### src/rtl/led_palette_scheduler_pkg.sv
// Shared types for the LED palette scheduler: FSM states, load selects
// and the LED-count/value widths shared with the pulser and PWM driver.
package led_palette_scheduler_pkg;

    localparam int LED_VALUE_W     = 8;
    localparam int COLOR_LED_COUNT = 4;
    localparam int BASIC_LED_COUNT = 4;
    localparam int BLANK_CNT_W     = 8;
    localparam int HOLD_CNT_W      = 16;

    typedef enum logic [1:0] {
        S_BASE,
        S_BLANK_TO_OVR,
        S_OVR,
        S_BLANK_TO_BASE
    } t_palette_sched_state;

    typedef enum logic [1:0] {
        LOAD_ZERO,
        LOAD_BASE,
        LOAD_OVR
    } t_palette_load_sel;

endpackage

### src/rtl/led_palette_scheduler_if.sv
// Override requester bus: level request, grant back, override palette.
// master = alert/fault requester, slave = palette scheduler.
interface led_palette_scheduler_if
    import led_palette_scheduler_pkg::*;
#(
    parameter int parm_color_led_count = COLOR_LED_COUNT,
    parameter int parm_basic_led_count = BASIC_LED_COUNT
);
    localparam int CW = LED_VALUE_W * parm_color_led_count;
    localparam int BW = LED_VALUE_W * parm_basic_led_count;

    logic          ovr_req;
    logic          ovr_gnt;
    logic [CW-1:0] ovr_red_value;
    logic [CW-1:0] ovr_green_value;
    logic [CW-1:0] ovr_blue_value;
    logic [BW-1:0] ovr_lumin_value;

    modport master (
        output ovr_req,
        output ovr_red_value,
        output ovr_green_value,
        output ovr_blue_value,
        output ovr_lumin_value,
        input  ovr_gnt
    );

    modport slave (
        input  ovr_req,
        input  ovr_red_value,
        input  ovr_green_value,
        input  ovr_blue_value,
        input  ovr_lumin_value,
        output ovr_gnt
    );

endinterface

### src/rtl/led_palette_frame_latch.sv
// Registered palette bank: on i_load takes base, override or zeros
// (zeros also when display disabled) and pulses o_frame_load.
module led_palette_frame_latch
    import led_palette_scheduler_pkg::*;
#(
    parameter int  parm_color_led_count = COLOR_LED_COUNT,
    parameter int  parm_basic_led_count = BASIC_LED_COUNT,
    localparam int CW = LED_VALUE_W * parm_color_led_count,
    localparam int BW = LED_VALUE_W * parm_basic_led_count
) (
    input  logic              i_clk,
    input  logic              i_arst,
    input  logic              i_load,
    input  t_palette_load_sel i_sel,
    input  logic              i_display_enable,
    input  logic [CW-1:0]     i_base_red_value,
    input  logic [CW-1:0]     i_base_green_value,
    input  logic [CW-1:0]     i_base_blue_value,
    input  logic [BW-1:0]     i_base_lumin_value,
    input  logic [CW-1:0]     i_ovr_red_value,
    input  logic [CW-1:0]     i_ovr_green_value,
    input  logic [CW-1:0]     i_ovr_blue_value,
    input  logic [BW-1:0]     i_ovr_lumin_value,
    output logic [CW-1:0]     o_color_led_red_value,
    output logic [CW-1:0]     o_color_led_green_value,
    output logic [CW-1:0]     o_color_led_blue_value,
    output logic [BW-1:0]     o_basic_led_lumin_value,
    output logic              o_frame_load
);

    logic [CW-1:0] nxt_red;
    logic [CW-1:0] nxt_green;
    logic [CW-1:0] nxt_blue;
    logic [BW-1:0] nxt_lumin;

    always_comb begin
        nxt_red   = '0;
        nxt_green = '0;
        nxt_blue  = '0;
        nxt_lumin = '0;
        if (i_display_enable) begin
            case (i_sel)
                LOAD_BASE: begin
                    nxt_red   = i_base_red_value;
                    nxt_green = i_base_green_value;
                    nxt_blue  = i_base_blue_value;
                    nxt_lumin = i_base_lumin_value;
                end
                LOAD_OVR: begin
                    nxt_red   = i_ovr_red_value;
                    nxt_green = i_ovr_green_value;
                    nxt_blue  = i_ovr_blue_value;
                    nxt_lumin = i_ovr_lumin_value;
                end
                default: ;
            endcase
        end
    end

    always_ff @(posedge i_clk or posedge i_arst) begin
        if (i_arst) begin
            o_color_led_red_value   <= '0;
            o_color_led_green_value <= '0;
            o_color_led_blue_value  <= '0;
            o_basic_led_lumin_value <= '0;
            o_frame_load            <= 1'b0;
        end else begin
            o_frame_load <= i_load;
            if (i_load) begin
                o_color_led_red_value   <= nxt_red;
                o_color_led_green_value <= nxt_green;
                o_color_led_blue_value  <= nxt_blue;
                o_basic_led_lumin_value <= nxt_lumin;
            end
        end
    end

endmodule

### src/rtl/led_palette_scheduler.sv
// Period-boundary arbiter between base and override palettes with dark
// blanking on every source switch and a minimum override hold.
// Ports: i_clk, i_arst, i_pwm_period_end, i_display_enable, base palette,
// ovr_bus (override requester), registered palette out, o_frame_load.
module led_palette_scheduler
    import led_palette_scheduler_pkg::*;
#(
    parameter int  parm_color_led_count  = COLOR_LED_COUNT,
    parameter int  parm_basic_led_count  = BASIC_LED_COUNT,
    parameter int  parm_blank_periods    = 2,
    parameter int  parm_min_hold_periods = 16,
    localparam int CW = LED_VALUE_W * parm_color_led_count,
    localparam int BW = LED_VALUE_W * parm_basic_led_count
) (
    input  logic                   i_clk,
    input  logic                   i_arst,
    input  logic                   i_pwm_period_end,
    input  logic                   i_display_enable,
    input  logic [CW-1:0]          i_base_red_value,
    input  logic [CW-1:0]          i_base_green_value,
    input  logic [CW-1:0]          i_base_blue_value,
    input  logic [BW-1:0]          i_base_lumin_value,
    led_palette_scheduler_if.slave ovr_bus,
    output logic [CW-1:0]          o_color_led_red_value,
    output logic [CW-1:0]          o_color_led_green_value,
    output logic [CW-1:0]          o_color_led_blue_value,
    output logic [BW-1:0]          o_basic_led_lumin_value,
    output logic                   o_frame_load
);

    localparam bit BLANK_EN = (parm_blank_periods > 0);
    localparam logic [BLANK_CNT_W-1:0] BLANK_INIT =
        BLANK_CNT_W'(BLANK_EN ? parm_blank_periods - 1 : 0);
    localparam logic [HOLD_CNT_W-1:0] HOLD_INIT =
        HOLD_CNT_W'(parm_min_hold_periods > 0 ? parm_min_hold_periods - 1 : 0);

    t_palette_sched_state    state, state_nxt;
    logic [BLANK_CNT_W-1:0]  blank_cnt, blank_nxt;
    logic [HOLD_CNT_W-1:0]   hold_cnt, hold_nxt;
    logic                    load;
    t_palette_load_sel       sel;

    always_ff @(posedge i_clk or posedge i_arst) begin
        if (i_arst) begin
            state     <= S_BASE;
            blank_cnt <= '0;
            hold_cnt  <= '0;
        end else begin
            state     <= state_nxt;
            blank_cnt <= blank_nxt;
            hold_cnt  <= hold_nxt;
        end
    end

    // Every period end reloads the outputs; only the source changes.
    always_comb begin
        state_nxt = state;
        blank_nxt = blank_cnt;
        hold_nxt  = hold_cnt;
        load      = 1'b0;
        sel       = LOAD_BASE;
        if (i_pwm_period_end) begin
            load = 1'b1;
            unique case (state)
                S_BASE: begin
                    if (ovr_bus.ovr_req && BLANK_EN) begin
                        sel       = LOAD_ZERO;
                        blank_nxt = BLANK_INIT;
                        state_nxt = S_BLANK_TO_OVR;
                    end else if (ovr_bus.ovr_req) begin
                        sel       = LOAD_OVR;
                        hold_nxt  = HOLD_INIT;
                        state_nxt = S_OVR;
                    end
                end
                S_BLANK_TO_OVR: begin
                    if (!ovr_bus.ovr_req) begin
                        state_nxt = S_BASE;
                    end else if (blank_cnt == '0) begin
                        sel       = LOAD_OVR;
                        hold_nxt  = HOLD_INIT;
                        state_nxt = S_OVR;
                    end else begin
                        sel       = LOAD_ZERO;
                        blank_nxt = blank_cnt - BLANK_CNT_W'(1);
                    end
                end
                S_OVR: begin
                    sel = LOAD_OVR;
                    if (hold_cnt != '0) begin
                        hold_nxt = hold_cnt - HOLD_CNT_W'(1);
                    end else if (ovr_bus.ovr_req) begin
                        sel = LOAD_OVR;
                    end else if (BLANK_EN) begin
                        sel       = LOAD_ZERO;
                        blank_nxt = BLANK_INIT;
                        state_nxt = S_BLANK_TO_BASE;
                    end else begin
                        sel       = LOAD_BASE;
                        state_nxt = S_BASE;
                    end
                end
                S_BLANK_TO_BASE: begin
                    if (blank_cnt == '0) begin
                        state_nxt = S_BASE;
                    end else begin
                        sel       = LOAD_ZERO;
                        blank_nxt = blank_cnt - BLANK_CNT_W'(1);
                    end
                end
                default: state_nxt = S_BASE;
            endcase
        end
    end

    // Grant follows the registered state, so it moves on the load edge.
    assign ovr_bus.ovr_gnt = (state == S_OVR);

    led_palette_frame_latch #(
        .parm_color_led_count (parm_color_led_count),
        .parm_basic_led_count (parm_basic_led_count)
    ) u_frame_latch (
        .i_clk                   (i_clk),
        .i_arst                  (i_arst),
        .i_load                  (load),
        .i_sel                   (sel),
        .i_display_enable        (i_display_enable),
        .i_base_red_value        (i_base_red_value),
        .i_base_green_value      (i_base_green_value),
        .i_base_blue_value       (i_base_blue_value),
        .i_base_lumin_value      (i_base_lumin_value),
        .i_ovr_red_value         (ovr_bus.ovr_red_value),
        .i_ovr_green_value       (ovr_bus.ovr_green_value),
        .i_ovr_blue_value        (ovr_bus.ovr_blue_value),
        .i_ovr_lumin_value       (ovr_bus.ovr_lumin_value),
        .o_color_led_red_value   (o_color_led_red_value),
        .o_color_led_green_value (o_color_led_green_value),
        .o_color_led_blue_value  (o_color_led_blue_value),
        .o_basic_led_lumin_value (o_basic_led_lumin_value),
        .o_frame_load            (o_frame_load)
    );

endmodule
### src/flat_wrapper.sv
// flat-port wrapper written by rule: the top's interface ports become plain ports
module led_palette_scheduler_flat import led_palette_scheduler_pkg::*;
#(
    parameter int  parm_color_led_count  = COLOR_LED_COUNT,
    parameter int  parm_basic_led_count  = BASIC_LED_COUNT,
    parameter int  parm_blank_periods    = 2,
    parameter int  parm_min_hold_periods = 16,
    localparam int CW = LED_VALUE_W * parm_color_led_count,
    localparam int BW = LED_VALUE_W * parm_basic_led_count
)
  (i_clk, i_arst, i_pwm_period_end, i_display_enable, i_base_red_value, i_base_green_value, i_base_blue_value, i_base_lumin_value, o_color_led_red_value, o_color_led_green_value, o_color_led_blue_value, o_basic_led_lumin_value, o_frame_load, ovr_bus_ovr_req, ovr_bus_ovr_red_value, ovr_bus_ovr_green_value, ovr_bus_ovr_blue_value, ovr_bus_ovr_lumin_value, ovr_bus_ovr_gnt);
  led_palette_scheduler_if #(.parm_color_led_count(parm_color_led_count), .parm_basic_led_count(parm_basic_led_count)) ovr_bus_i ();
  input  logic i_clk;
  input  logic i_arst;
  input  logic i_pwm_period_end;
  input  logic i_display_enable;
  input  logic [CW-1:0] i_base_red_value;
  input  logic [CW-1:0] i_base_green_value;
  input  logic [CW-1:0] i_base_blue_value;
  input  logic [BW-1:0] i_base_lumin_value;
  output logic [CW-1:0] o_color_led_red_value;
  output logic [CW-1:0] o_color_led_green_value;
  output logic [CW-1:0] o_color_led_blue_value;
  output logic [BW-1:0] o_basic_led_lumin_value;
  output logic o_frame_load;
  input wire logic [$bits(ovr_bus_i.ovr_req)-1:0] ovr_bus_ovr_req;
  input wire logic [$bits(ovr_bus_i.ovr_red_value)-1:0] ovr_bus_ovr_red_value;
  input wire logic [$bits(ovr_bus_i.ovr_green_value)-1:0] ovr_bus_ovr_green_value;
  input wire logic [$bits(ovr_bus_i.ovr_blue_value)-1:0] ovr_bus_ovr_blue_value;
  input wire logic [$bits(ovr_bus_i.ovr_lumin_value)-1:0] ovr_bus_ovr_lumin_value;
  output wire logic [$bits(ovr_bus_i.ovr_gnt)-1:0] ovr_bus_ovr_gnt;
  assign ovr_bus_i.ovr_req = ovr_bus_ovr_req;
  assign ovr_bus_i.ovr_red_value = ovr_bus_ovr_red_value;
  assign ovr_bus_i.ovr_green_value = ovr_bus_ovr_green_value;
  assign ovr_bus_i.ovr_blue_value = ovr_bus_ovr_blue_value;
  assign ovr_bus_i.ovr_lumin_value = ovr_bus_ovr_lumin_value;
  assign ovr_bus_ovr_gnt = ovr_bus_i.ovr_gnt;
  led_palette_scheduler #(.parm_color_led_count(parm_color_led_count), .parm_basic_led_count(parm_basic_led_count), .parm_blank_periods(parm_blank_periods), .parm_min_hold_periods(parm_min_hold_periods)) u_core (.i_clk(i_clk), .i_arst(i_arst), .i_pwm_period_end(i_pwm_period_end), .i_display_enable(i_display_enable), .i_base_red_value(i_base_red_value), .i_base_green_value(i_base_green_value), .i_base_blue_value(i_base_blue_value), .i_base_lumin_value(i_base_lumin_value), .ovr_bus(ovr_bus_i), .o_color_led_red_value(o_color_led_red_value), .o_color_led_green_value(o_color_led_green_value), .o_color_led_blue_value(o_color_led_blue_value), .o_basic_led_lumin_value(o_basic_led_lumin_value), .o_frame_load(o_frame_load));
endmodule
### config.mk
export PLATFORM = sky130hd
export DESIGN_NAME = led_palette_scheduler_flat
export DESIGN_NICKNAME = d
export VERILOG_FILES = /design/src/rtl/led_palette_scheduler_pkg.sv /design/src/rtl/led_palette_scheduler_if.sv /design/src/rtl/led_palette_frame_latch.sv /design/src/rtl/led_palette_scheduler.sv /design/src/flat_wrapper.sv
export SDC_FILE = /design/constraint.sdc
export NUM_CORES = 1
export LEC_CHECK = 0
export ABC_CLOCK_PERIOD_IN_PS = 5950
export BUFFER_PORTS_ARGS = -buffer_cell sky130_fd_sc_hd__clkbuf_2
export CORE_UTILIZATION = 28
export CTS_BUF_LIST = sky130_fd_sc_hd__clkbuf_4
export CTS_CLUSTER_DIAMETER = 30
export DETAILED_ROUTE_END_ITERATION = 10
export PLACE_DENSITY_LB_ADDON = 0.25
export SLEW_MARGIN = 30
export SYNTH_ARGS = -nofsm -noshare
export SYNTH_HDL_FRONTEND = slang
export SYNTH_SLANG_ARGS = --single-unit
### constraint.sdc
create_clock -name i_clk -period 5.95 [get_ports i_clk]
set_input_delay 0.2975 -clock i_clk [delete_from_list [all_inputs] [get_ports i_clk]]
set_output_delay 0.2975 -clock i_clk [all_outputs]
set_load 0.02 [all_outputs]
Word-level counts from Yosys, hierarchy flattened:

Index checks and enable logic that the tools add are counted.

* bits in registers: 155
* input port bits: 261
* output and inout bits: 130
* logic and storage cells: 64

* $add $sub $neg: 2
* equality and inequality tests: 13
* muxes and demuxes: 34
* reductions and logical operators: 7

Operators by type and width (count)
* one-hot mux 32 bit (2 select lines): 4
* two-way mux 32 bit: 4
* two-way mux 16 bit: 3
* two-way mux 8 bit: 5
* one-hot mux 16 bit (2 select lines): 1
* one-hot mux 8 bit (4 select lines): 1
* two-way mux 2 bit: 11
* one-hot mux 2 bit (4 select lines): 2
* nonzero test 16 bit: 1
* subtractor 16 x 1 -> 16 bit, second input constant: 1
* AND reduction 5 bit: 2
* zero test 8 bit: 1
* != test 2 bit, second input constant: 4
* subtractor 8 x 1 -> 8 bit, second input constant: 1
* equality test 2 bit, second input constant: 3
* != test 2 x 1 -> 1 bit, second input constant: 3
* AND reduction 6 bit: 1
* equality test 2 x 1 -> 1 bit, second input constant: 2
* two-way mux 1 bit: 3
* != test 3 x 2 -> 1 bit, second input constant: 1
* zero test 2 bit: 1
* nonzero test 2 bit: 1

Depth between registers and ports, before layout:

Gate-level depths: netlist (run 1).

* word-level depth: 8
* mapped depth: 12
* gate-level depth less buffers: 10

Cells and area by module:

Synthesis (run 1) repeated with hierarchy kept, for this count alone.

* cell total of the unflattened synthesis: 751
* area, all modules: 7482.2 sq um

Modules (own cells, without submodules)
* led_palette_frame_latch: instances 1, cells each 575, area each 5851.9 sq um, seq. area each 3228.1 sq um
* led_palette_scheduler: instances 1, cells each 176, area each 1630.3 sq um, seq. area each 650.6 sq um

Worst setup path after synthesis (run 1):

OpenSTA, ideal clock, no wires.

* kind: register to register
* start: register u_core.blank_cnt[0]
* end: register u_core.u_frame_latch.o_color_led_red_value[10]
* library setup time: 0.141 ns
* data arrival time: 2.703 ns
* required time: 5.809 ns
* slack: 3.106 ns
* stages on the path, launching flop included: 12
* path buffers: 2
* clock period less this slack: 2.844 ns
* cell sequence: dfrtp_1 inv_1 ha_1 or4b_4 or4_1 nand2_1 nand2_1 ha_1 nand3b_1 clkbuf_1 clkbuf_1 o22ai_1

* word-level cells in the longest chain between the ends: 8
* elaborated cells on any way between the ends: 10
* classes of those cells: eq/ne: 2; mux: 7; reduce/logical: 1

RTL lines
* start, declared: line led_palette_scheduler.sv:38 `logic [BLANK_CNT_W-1:0] blank_cnt, blank_nxt;`
* start signal, assigned: line led_palette_scheduler.sv:50 `blank_cnt <= blank_nxt;`
* zero test 8 bit (*): line led_palette_scheduler.sv:79, led_palette_scheduler.sv:104
* two-way mux 2 bit: line led_palette_scheduler.sv:79 `end else if (blank_cnt == '0) begin`
* two-way mux 2 bit: line led_palette_scheduler.sv:77 `if (!ovr_bus.ovr_req) begin`
* one-hot mux 2 bit (4 select lines) (*): line led_palette_scheduler.sv:64 `unique case (state)`
* two-way mux 2 bit (*): line led_palette_scheduler.sv:62 `if (i_pwm_period_end) begin`
* equality test 2 bit / equality test 2 x 1 -> 1 bit (equally long branches): line led_palette_frame_latch.sv:42 `case (i_sel)`
* one-hot mux 32 bit (2 select lines) (*): line led_palette_frame_latch.sv:42
* two-way mux 32 bit (*): line led_palette_frame_latch.sv:41 `if (i_display_enable) begin`
* end signal, assigned: line led_palette_frame_latch.sv:70 `o_color_led_red_value <= nxt_red;`
* end, declared: line led_palette_frame_latch.sv:24 `output logic [CW-1:0] o_color_led_red_value,`

Mark *: on every way between the ends. The rest lies on a longest branch, timed or not.
A chain may end at the register's enable or synchronous reset.

Worst setup path after layout (run 1):

* start: register u_core.blank_cnt[0]
* end: register u_core.u_frame_latch.o_basic_led_lumin_value[25]

* word-level cells in the longest chain between the ends: 8
* elaborated cells on any way between the ends: 10
* classes of those cells: eq/ne: 2; mux: 7; reduce/logical: 1

RTL lines
* zero test 8 bit (*): line led_palette_scheduler.sv:79, led_palette_scheduler.sv:104
* two-way mux 2 bit: line led_palette_scheduler.sv:79
* two-way mux 2 bit: line led_palette_scheduler.sv:77
* one-hot mux 2 bit (4 select lines) (*): line led_palette_scheduler.sv:64
* two-way mux 2 bit (*): line led_palette_scheduler.sv:62
* equality test 2 bit / equality test 2 x 1 -> 1 bit (equally long branches): line led_palette_frame_latch.sv:42
* one-hot mux 32 bit (2 select lines) (*): line led_palette_frame_latch.sv:42
* two-way mux 32 bit (*): line led_palette_frame_latch.sv:41
* end signal, assigned: line led_palette_frame_latch.sv:73 `o_basic_led_lumin_value <= nxt_lumin;`
* end, declared: line led_palette_frame_latch.sv:27 `output logic [BW-1:0] o_basic_led_lumin_value,`

Marks and branches as above.

==> run metrics, run 1 <==
most common cell after layout, fill and taps aside clkbuf_2; Die Y 165 µm; Hold Vio Cnt, Final 0; pwr dens 290 mW/mm²; Final GP Congestion 0.818; Layout Area Growth over Synthesis 64.5%; startpoint types register; Synth top area share 52.3%; final setup fails 0; Worst-path clk slew 160 ps; worst path required time 6450 ps; CTS Buf Count 17; vias in the first global route 8387; fill count 2527; Post-Syn Area 0.00742 mm²; core footprint 0.0260 mm²; Die Area 0.0271 mm²; sequential cell area 0.00388 mm²; grt ovf 0; Slew Limit Fails 0; Crit. End Element register; Top delay family on crit path buffers and inverters; final setup TNS 0 ps; WL final 29.4 mm; H-tree Lvls 4; Max-Cap Viols 0; first-pass GRT wire length 44.6 mm; via count 8259; Die W 165 µm; Worst Tran Pin Value 805 ps; asr flop ratio synth 100%; post-synth top area cell dfrtp_1; Most used DFF post-synth dfrtp_1; Iteration-0 DRC Markers 531; clk root buf clkbuf_4; peak supply drop 0.138 mV; Synth Instances 748; minimum clock period 3980 ps; placed cells 1416; Setup WS pre-CTS 2460 ps; sequential fraction of the synthesis area 52.3%; Yosys warnings 0; most frequent cells in the layout clkbuf_2 (389), dlygate4sd3_1 (225), dfrtp_1 (155), inv_1 (138); synth unique cells 48; Mean Syn Cell Area 9.91 µm²; RSZ-0062 raised after global routing no; Critical Path Fanout Max 67; Initial Utilization 28.5%; DR vias/cell 4.92; Slowest cell on crit path buf_4; Leak 5.87 nW; worst-case clock buffer depth 2; Final #Nets 1592; largest net degree at the start of global routing 99; EDFF count, synth 0; # IOs 391; later-pin clock latency in the skew report 570 ps; layout cells sized above 1 33.5%; drt wl/cell 17.5 µm; hold crit path type input port to register; multi-input logic area 0.00280 mm²; Yosys reg bits 155; status finished, final reports clean; CP Buf/Inv Count 3; CTS tree yes; Synthesized Nets 1015; relative slew slack 46.4%; initial antenna violation count 7; port bufs 390; Setup CP Type register to register; most used cell, CP nand2_1; ANT nets after route 0; ranking of synthesized cells by area dfrtp_1 (52%), a22oi_1 (13%), o22ai_1 (11%); Final WS setup 1970 ps; total iterations of the first detailed-routing run 4; CP Cell Sequence inv_1 > ha_1 > or4b_4 > nor2_1 > nand2_1 > nand2_1 > ha_4 > buf_4 > a22oi_1 > dlygate4sd3_1 > o22ai_1; Final period util 66.9%; CP max stage delay 730 ps; # DRC 0; final cell count without fillers 1680; CP arrival 4470 ps; Total GRT Usage 21.4%; fmax 251 MHz; Rows 59; Clock Skew 33.7 ps; Detailed Place HPWL 19.3 mm; CTS Sinks 155
## flip-flops by register name, summed over array words and instances, names as in the netlist, named ones only
| signal | cells |
|---|---|
| u_core.u_frame_latch.o_basic_led_lumin_value | 32 |
| u_core.u_frame_latch.o_color_led_blue_value | 32 |
| u_core.blank_cnt | 8 |
| u_core.u_frame_latch.o_frame_load | 1 |
| u_core.u_frame_latch.o_color_led_green_value | 32 |
| u_core.state | 1 |
| u_core.u_frame_latch.o_color_led_red_value | 32 |
| u_core.hold_cnt | 16 |
## cells in the mapped netlist (4+ instances only)
master    number
a211oi_1       5
nor3_1         4
clkbuf_1      59
inv_1        139
and2_1         5
nor4_4         4
nand4_1        6
nand3_1        5
a21oi_1        5
nor2_1        21
a22oi_1      128
o22ai_1      128
nand2b_1       5
ha_1           6
nand2_1        9
xnor2_1        8
xor2_1         7
dfrtp_1      155
## cells by family after synthesis
| family | count (synthesis) | share of synthesized area, % |
|---|---|---|
| buffers and inverters | 203 | 10.3 |
| flip-flops | 155 | 52.3 |
| AND/OR/NAND/NOR | 82 | 7.41 |
| adder cells (fa/ha/maj) | 6 | 1.01 |
| XOR/XNOR | 15 | 1.77 |
| multiplexers | 3 | 0.405 |
| AO/OA/AOI/OAI | 284 | 26.8 |
## path summary, 6_finish.rpt
check / cells past startpoint / slack [ps] / from / endpoint
min in group asynchronous: 3 / 360 / i_arst / u_core.u_frame_latch.o_color_led_red_value[31]
min: 3 / 50 / i_base_blue_value[28] / u_core.u_frame_latch.o_color_led_blue_value[28]
max in group asynchronous: 4 / 4350 / i_arst / u_core.u_frame_latch.o_basic_led_lumin_value[15]
max reg2reg: 11 / 1970 / u_core.blank_cnt[0] / u_core.u_frame_latch.o_basic_led_lumin_value[25]
max: 11 / 1970 / u_core.blank_cnt[0] / u_core.u_frame_latch.o_basic_led_lumin_value[25]
min reg2reg: 2 / 530 / u_core.u_frame_latch.o_basic_led_lumin_value[28] / u_core.u_frame_latch.o_basic_led_lumin_value[28]
## worst min-delay path: cells and delay by family
kind,cells,cell delay [ps]
AO/OA/AOI/OAI,2,200
buffers and inverters,1,70
## power breakdown
group	leakage (nW)	internal (mW)	switching, mW	total (mW)
clock network	0.165	0.265	0.445	0.710
registers	2.08	1.23	0.138	1.37
logic	3.62	0.662	0.795	1.46
## layer usage
layer	wire length, µm	up-vias	GRT usage (%)
met4	988	0	9.76
met5	0	-	0
li1	-	3856	-
met1	11800	4034	25.7
met3	1840	61	5.73
met2	14800	308	35.5
## cell type report
| class | count | area share (%) |
|---|---|---|
| Timing Repair Buffer | 622 | 34.9 |
| Sequential cell | 155 | 31.8 |
| Multi-Input combinational cell | 390 | 22.9 |
| Inverter | 139 | 4.34 |
| Tap cell | 335 | 3.44 |
| Clock inverter | 15 | 1.42 |
| Clock buffer | 17 | 1.05 |
| Antenna cell | 7 | 0.144 |
## timing repair
action                                  in CTS  in global routing
endpoints found under the setup margin       0                  0
endpoints found under the hold margin      216                  0
resized for setup                            0                  0
setup buffers                                0                  0
hold buffers                               225                  0
## stage by stage
step / area [µm²] / power, mW / util (%) / hold WS [ps]
final: 12200 / 3.54 / 47.0 / 53.6
after CTS: 12200 / 3.56 / 46.9 / 0.111
after floorplan: 7420 / 2.15 / - / 329
after detailed placement: 9630 / 2.57 / 37.1 / 519
after global placement: 9630 / 2.55 / 37.1 / 514
after global routing: 12200 / 3.75 / 46.9 / 9.55
No activity file was read; power rests on OpenSTA's default activity.
==> inputs of run 2 (changes only) <==
Settings changed: ABC_CLOCK_PERIOD_IN_PS 5950 to 3300.
Clock period 5.95 ns to 3.3 ns, I/O delays scaled along.
==> run metrics, run 2 (synthesized netlist as in run 1, its figures left out) <==
status finished, final reports clean; Top delay family on crit path simple AND/OR/NAND/NOR gates; most used cell, CP nand2_1; Final #Nets 1641; CTS tree yes; Detailed Place HPWL 18.6 mm; startpoint types register; worst-case clock buffer depth 2; # IOs 391; Worst-path clk slew 160 ps; Crit. End Element register; CP max stage delay 580 ps; Comb pwr share 43.2%; H-tree Lvls 4; Iteration-0 DRC Markers 502; CP arrival 3610 ps; Clock power frac 17.8%; # DRC 0; Final WS setup 109 ps; final cell count without fillers 1731; Die Area 0.0271 mm²; WL final 31.6 mm; Critical Path Fanout Max 60; Worst Tran Pin Value 903 ps; core footprint 0.0260 mm²; Final GP Congestion 0.806; Slew Limit Fails 0; drt wl/cell 18.2 µm; Die W 165 µm; later-pin clock latency in the skew report 570 ps; grt ovf 0; pwr dens 493 mW/mm²; Hold Vio Cnt, Final 0; CTS Sinks 155; hold path depth 4; layout cells sized above 1 33.9%; final setup TNS 0 ps; Final period util 96.7%; clk root buf clkbuf_4; DR vias/cell 5.00; Setup CP Type register to register; port bufs 390; Die Y 165 µm; sw power 2.55 mW; fill count 2434; fmax 313 MHz; via count 8662; Total GRT Usage 21.5%; Initial Utilization 28.5%; relative slew slack 39.8%; first-pass GRT wire length 45.1 mm; cell count of the worst reg-to-reg path 11; total iterations of the first detailed-routing run 5; peak supply drop 0.291 mV; Setup WS pre-CTS 387 ps; CP Depth 11; CTS Buf Count 17; Max-Cap Viols 0; largest net degree at the start of global routing 156; Clock Skew 56.5 ps; Leak 6.16 nW; most common cell after layout, fill and taps aside clkbuf_2; most frequent cells in the layout clkbuf_2 (389), dlygate4sd3_1 (258), dfrtp_1 (155), inv_1 (137), o22ai_1 (127); placed cells 1418; CP Cell Sequence inv_1 > ha_1 > or4b_4 > or4_1 > nand2_1 > nand2_1 > ha_4 > buf_12 > a22oi_1 > dlygate4sd3_1 > o22ai_1; worst path required time 3720 ps; vias in the first global route 8455; Seq pwr share 39.0%; Rows 59; Internal 3.79 mW; minimum clock period 3190 ps; Slowest cell on crit path dlygate4sd3_1; final setup fails 0; ANT nets after route 0; Layout Area Growth over Synthesis 73.2%; hold crit path type input port to register; initial antenna violation count 10; sw frac 40.2%; CP Buf/Inv Count 3
[run 2: routing by layer]
metal	share of wire [%]	up-vias	GRT usage, %
met5	0	-	0
met3	6.8	102	5.85
met2	49	428	34.5
met4	4.8	0	13.2
li1	-	3977	-
met1	39	4155	25.5
[run 2: per-stage QoR]
stage / cell area [µm²] / hold WS [ps] / util, % / power, mW
finish: 12800 / 205 / 49.4 / 6.34
global route: 12800 / 170 / 49.4 / 6.72
CTS: 12600 / 110 / 48.4 / 6.24
detailed placement: 9730 / 443 / 37.4 / 4.67
global placement: 9730 / 433 / 37.4 / 4.65
floorplan: 7420 / 196 / - / 3.87
[run 2: cell type report]
class	instances	area, µm²	area share (%)
Clock buffer	17	128	0.993
Sequential cell	155	3880	30.2
Timing Repair Buffer	671	4910	38.2
Clock inverter	14	126	0.984
Inverter	139	526	4.09
Antenna cell	10	25.0	0.195
Tap cell	335	419	3.26
Multi-Input combinational cell	390	2830	22.1
[run 2: worst reg2reg max path, cell delays in order (launching register included)]
cell,delay [ps]
dfrtp_1,400
inv_1,90
ha_1,160
or4b_4,490
or4_1,400
nand2_1,110
nand2_1,100
ha_4,230
buf_12,180
a22oi_1,280
dlygate4sd3_1,580
o22ai_1,70
[run 2: final timing paths]
kind                                                                start                                               end  slack (ps)
max in group asynchronous                                          i_arst                               u_core.hold_cnt[10]        2240
min                                                       ovr_bus_ovr_req                                u_core.hold_cnt[5]         200
max reg2reg                                           u_core.blank_cnt[1]  u_core.u_frame_latch.o_color_led_green_value[28]         110
min in group asynchronous                                          i_arst   u_core.u_frame_latch.o_basic_led_lumin_value[7]         380
max                                                   u_core.blank_cnt[1]  u_core.u_frame_latch.o_color_led_green_value[28]         110
min reg2reg                u_core.u_frame_latch.o_color_led_blue_value[5]    u_core.u_frame_latch.o_color_led_blue_value[5]         530
[run 2: timing repair]
item,in CTS,in global routing
buffers inserted,0,9
endpoints found under the setup margin,0,71
hold endpoints to repair,284,0
resized for setup,0,10
hold buffers,258,0
[run 2: power groups by stage]
stage / clock network (mW) / logic, mW / registers [mW]
2_1_floorplan: 0 / 1.11 / 2.76
3_3_place_gp: 0 / 2.16 / 2.49
3_5_place_dp: 0 / 2.18 / 2.49
4_1_cts: 1.18 / 2.60 / 2.46
5_1_grt: 1.26 / 2.95 / 2.51
6_report: 1.13 / 2.74 / 2.47
==> inputs of run 3 (changes only) <==
Settings changed: CTS_BUF_LIST sky130_fd_sc_hd__clkbuf_4 to sky130_fd_sc_hd__clkbuf_8, PLACE_DENSITY set to 0.56, PLACE_DENSITY_LB_ADDON 0.25 to unset.
==> run metrics, run 3 (synthesized netlist as in run 1, its figures left out) <==
final setup TNS 0 ps; CTS Buf Count 17; port bufs 390; total iterations of the first detailed-routing run 5; cell count of the worst reg-to-reg path 9; most common cell after layout, fill and taps aside clkbuf_2; Initial Utilization 28.5%; CP max stage delay 680 ps; DR vias/cell 4.99; CP arrival 3540 ps; hold_sp i_base_red_value[8]; Critical Path Fanout Max 31; pwr dens 530 mW/mm²; Leak 5.99 nW; clk root buf clkbuf_8; core footprint 0.0260 mm²; largest net degree at the start of global routing 156; first-pass GRT wire length 43.5 mm; worst path required time 3680 ps; ANT nets after route 0; minimum clock period 3160 ps; crit path from u_core.blank_cnt[4]; Max-Cap Viols 0; Total GRT Usage 20.6%; worst-case clock buffer depth 2; Layout Area Growth over Synthesis 65.4%; Die Y 165 µm; Crit. End Element register; CTS Sinks 155; fmax 316 MHz; # IOs 391; final setup fails 0; Rows 59; Final #Nets 1576; grt ovf 0; Slowest cell on crit path or4b_1; WL final 30.6 mm; RSZ-0062 raised after global routing no; Worst Tran Pin Value 937 ps; Final GP Congestion 0.817; hold crit path type input port to register; CP Cell Sequence or4b_1 > or4_1 > nand2_1 > and2_1 > ha_4 > buf_16 > a22oi_1 > dlygate4sd3_1 > o22ai_1; cell area after layout 0.0123 mm²; layout cells sized above 1 34.9%; Crit Reg-Reg Endpoint u_core.u_frame_latch.o_color_led_blue_value[16]; Die W 165 µm; via count 8281; status finished, final reports clean; drt wl/cell 18.5 µm; Final period util 95.8%; WHS Endpoint u_core.u_frame_latch.o_color_led_red_value[8]; fill count 2489; initial antenna violation count 3; Setup CP Type register to register; Worst R2R Setup Slack 140 ps; peak supply drop 0.311 mV; vias in the first global route 8153; Hold Vio Cnt, Final 0; Worst-path clk slew 110 ps; most frequent cells in the layout clkbuf_2 (389), dlygate4sd3_1 (196), dfrtp_1 (155), inv_1 (138); RR Startpoint u_core.blank_cnt[4]; Detailed Place HPWL 18.5 mm; CTS tree yes; startpoint types register; Clock Skew 31.7 ps; Power Total 6.50 mW; Iteration-0 DRC Markers 424; Slew Limit Fails 0; # DRC 0; area of placed instances 0.00975 mm²; relative slew slack 37.5%; hold path depth 3; later-pin clock latency in the skew report 450 ps; Die Area 0.0271 mm²; H-tree Lvls 4
run 3: worst max path at each step:
stage                                                       end  slack, ps  cells past startpoint
2_1_floorplan    u_core.u_frame_latch.o_color_led_red_value[10]        460                     11
3_3_place_gp    u_core.u_frame_latch.o_color_led_blue_value[23]        360                     10
3_5_place_dp   u_core.u_frame_latch.o_basic_led_lumin_value[14]        330                      8
4_1_cts         u_core.u_frame_latch.o_color_led_blue_value[27]         20                     11
5_1_grt         u_core.u_frame_latch.o_color_led_blue_value[27]         10                     11
6_report        u_core.u_frame_latch.o_color_led_blue_value[16]        140                      9
run 3: area by class of cell:
cell class | count | area, µm² | share of cell area (%)
Antenna cell | 4 | 10.0 | 0.0816
Clock buffer | 18 | 248 | 2.02
Clock inverter | 14 | 151 | 1.23
Inverter | 139 | 526 | 4.29
Multi-Input combinational cell | 390 | 2800 | 22.8
Sequential cell | 155 | 3880 | 31.6
Tap cell | 335 | 419 | 3.42
Timing Repair Buffer | 606 | 4230 | 34.5
run 3: stage by stage:
step,worst slack [ps],utilization [%],hold WS [ps],cells
after detailed placement,328,37.5,444,1422
after global placement,365,37.5,434,1422
after floorplan,456,-,196,748
after global routing,9.51,47.2,3.55,1660
final,137,47.2,34.8,1661
after CTS,18.1,46.6,0.175,1649
run 3: where the power goes:
group / switching [mW] / total, mW / internal, mW
Sequential: 0.246 / 2.47 / 2.22
Combinational: 1.47 / 2.53 / 1.07
Clock: 0.842 / 1.50 / 0.653
Total: 2.56 / 6.50 / 3.94
run 3: layer usage:
| metal | up-vias | wire (µm) | GRT usage (%) | part of all wire [%] |
|---|---|---|---|---|
| li1 | 3837 | - | - | - |
| met5 | - | 0 | 0 | 0 |
| met4 | 0 | 714 | 7.67 | 2.3 |
| met2 | 366 | 15600 | 34.9 | 51 |
| met3 | 58 | 2020 | 5.35 | 6.6 |
| met1 | 4020 | 12300 | 25.1 | 40 |
run 3: what timing repair did:
| action | 4_1_cts | 5_1_grt |
|---|---|---|
| endpoints found under the hold margin | 139 | 1 |
| setup endpoints to repair | 0 | 18 |
| setup buffers | 0 | 4 |
| gates resized for setup | 0 | 2 |
| hold buffers | 195 | 1 |
run 3: critical path, delay by kind of cell (launching register included):
kind | cells | cell delay [ps]
and+or+nand+nor | 4 | 1460
DFF | 1 | 410
adders and majority gates | 1 | 200
buffers and inverters | 2 | 780
AOI/OAI and AO/OA | 2 | 240
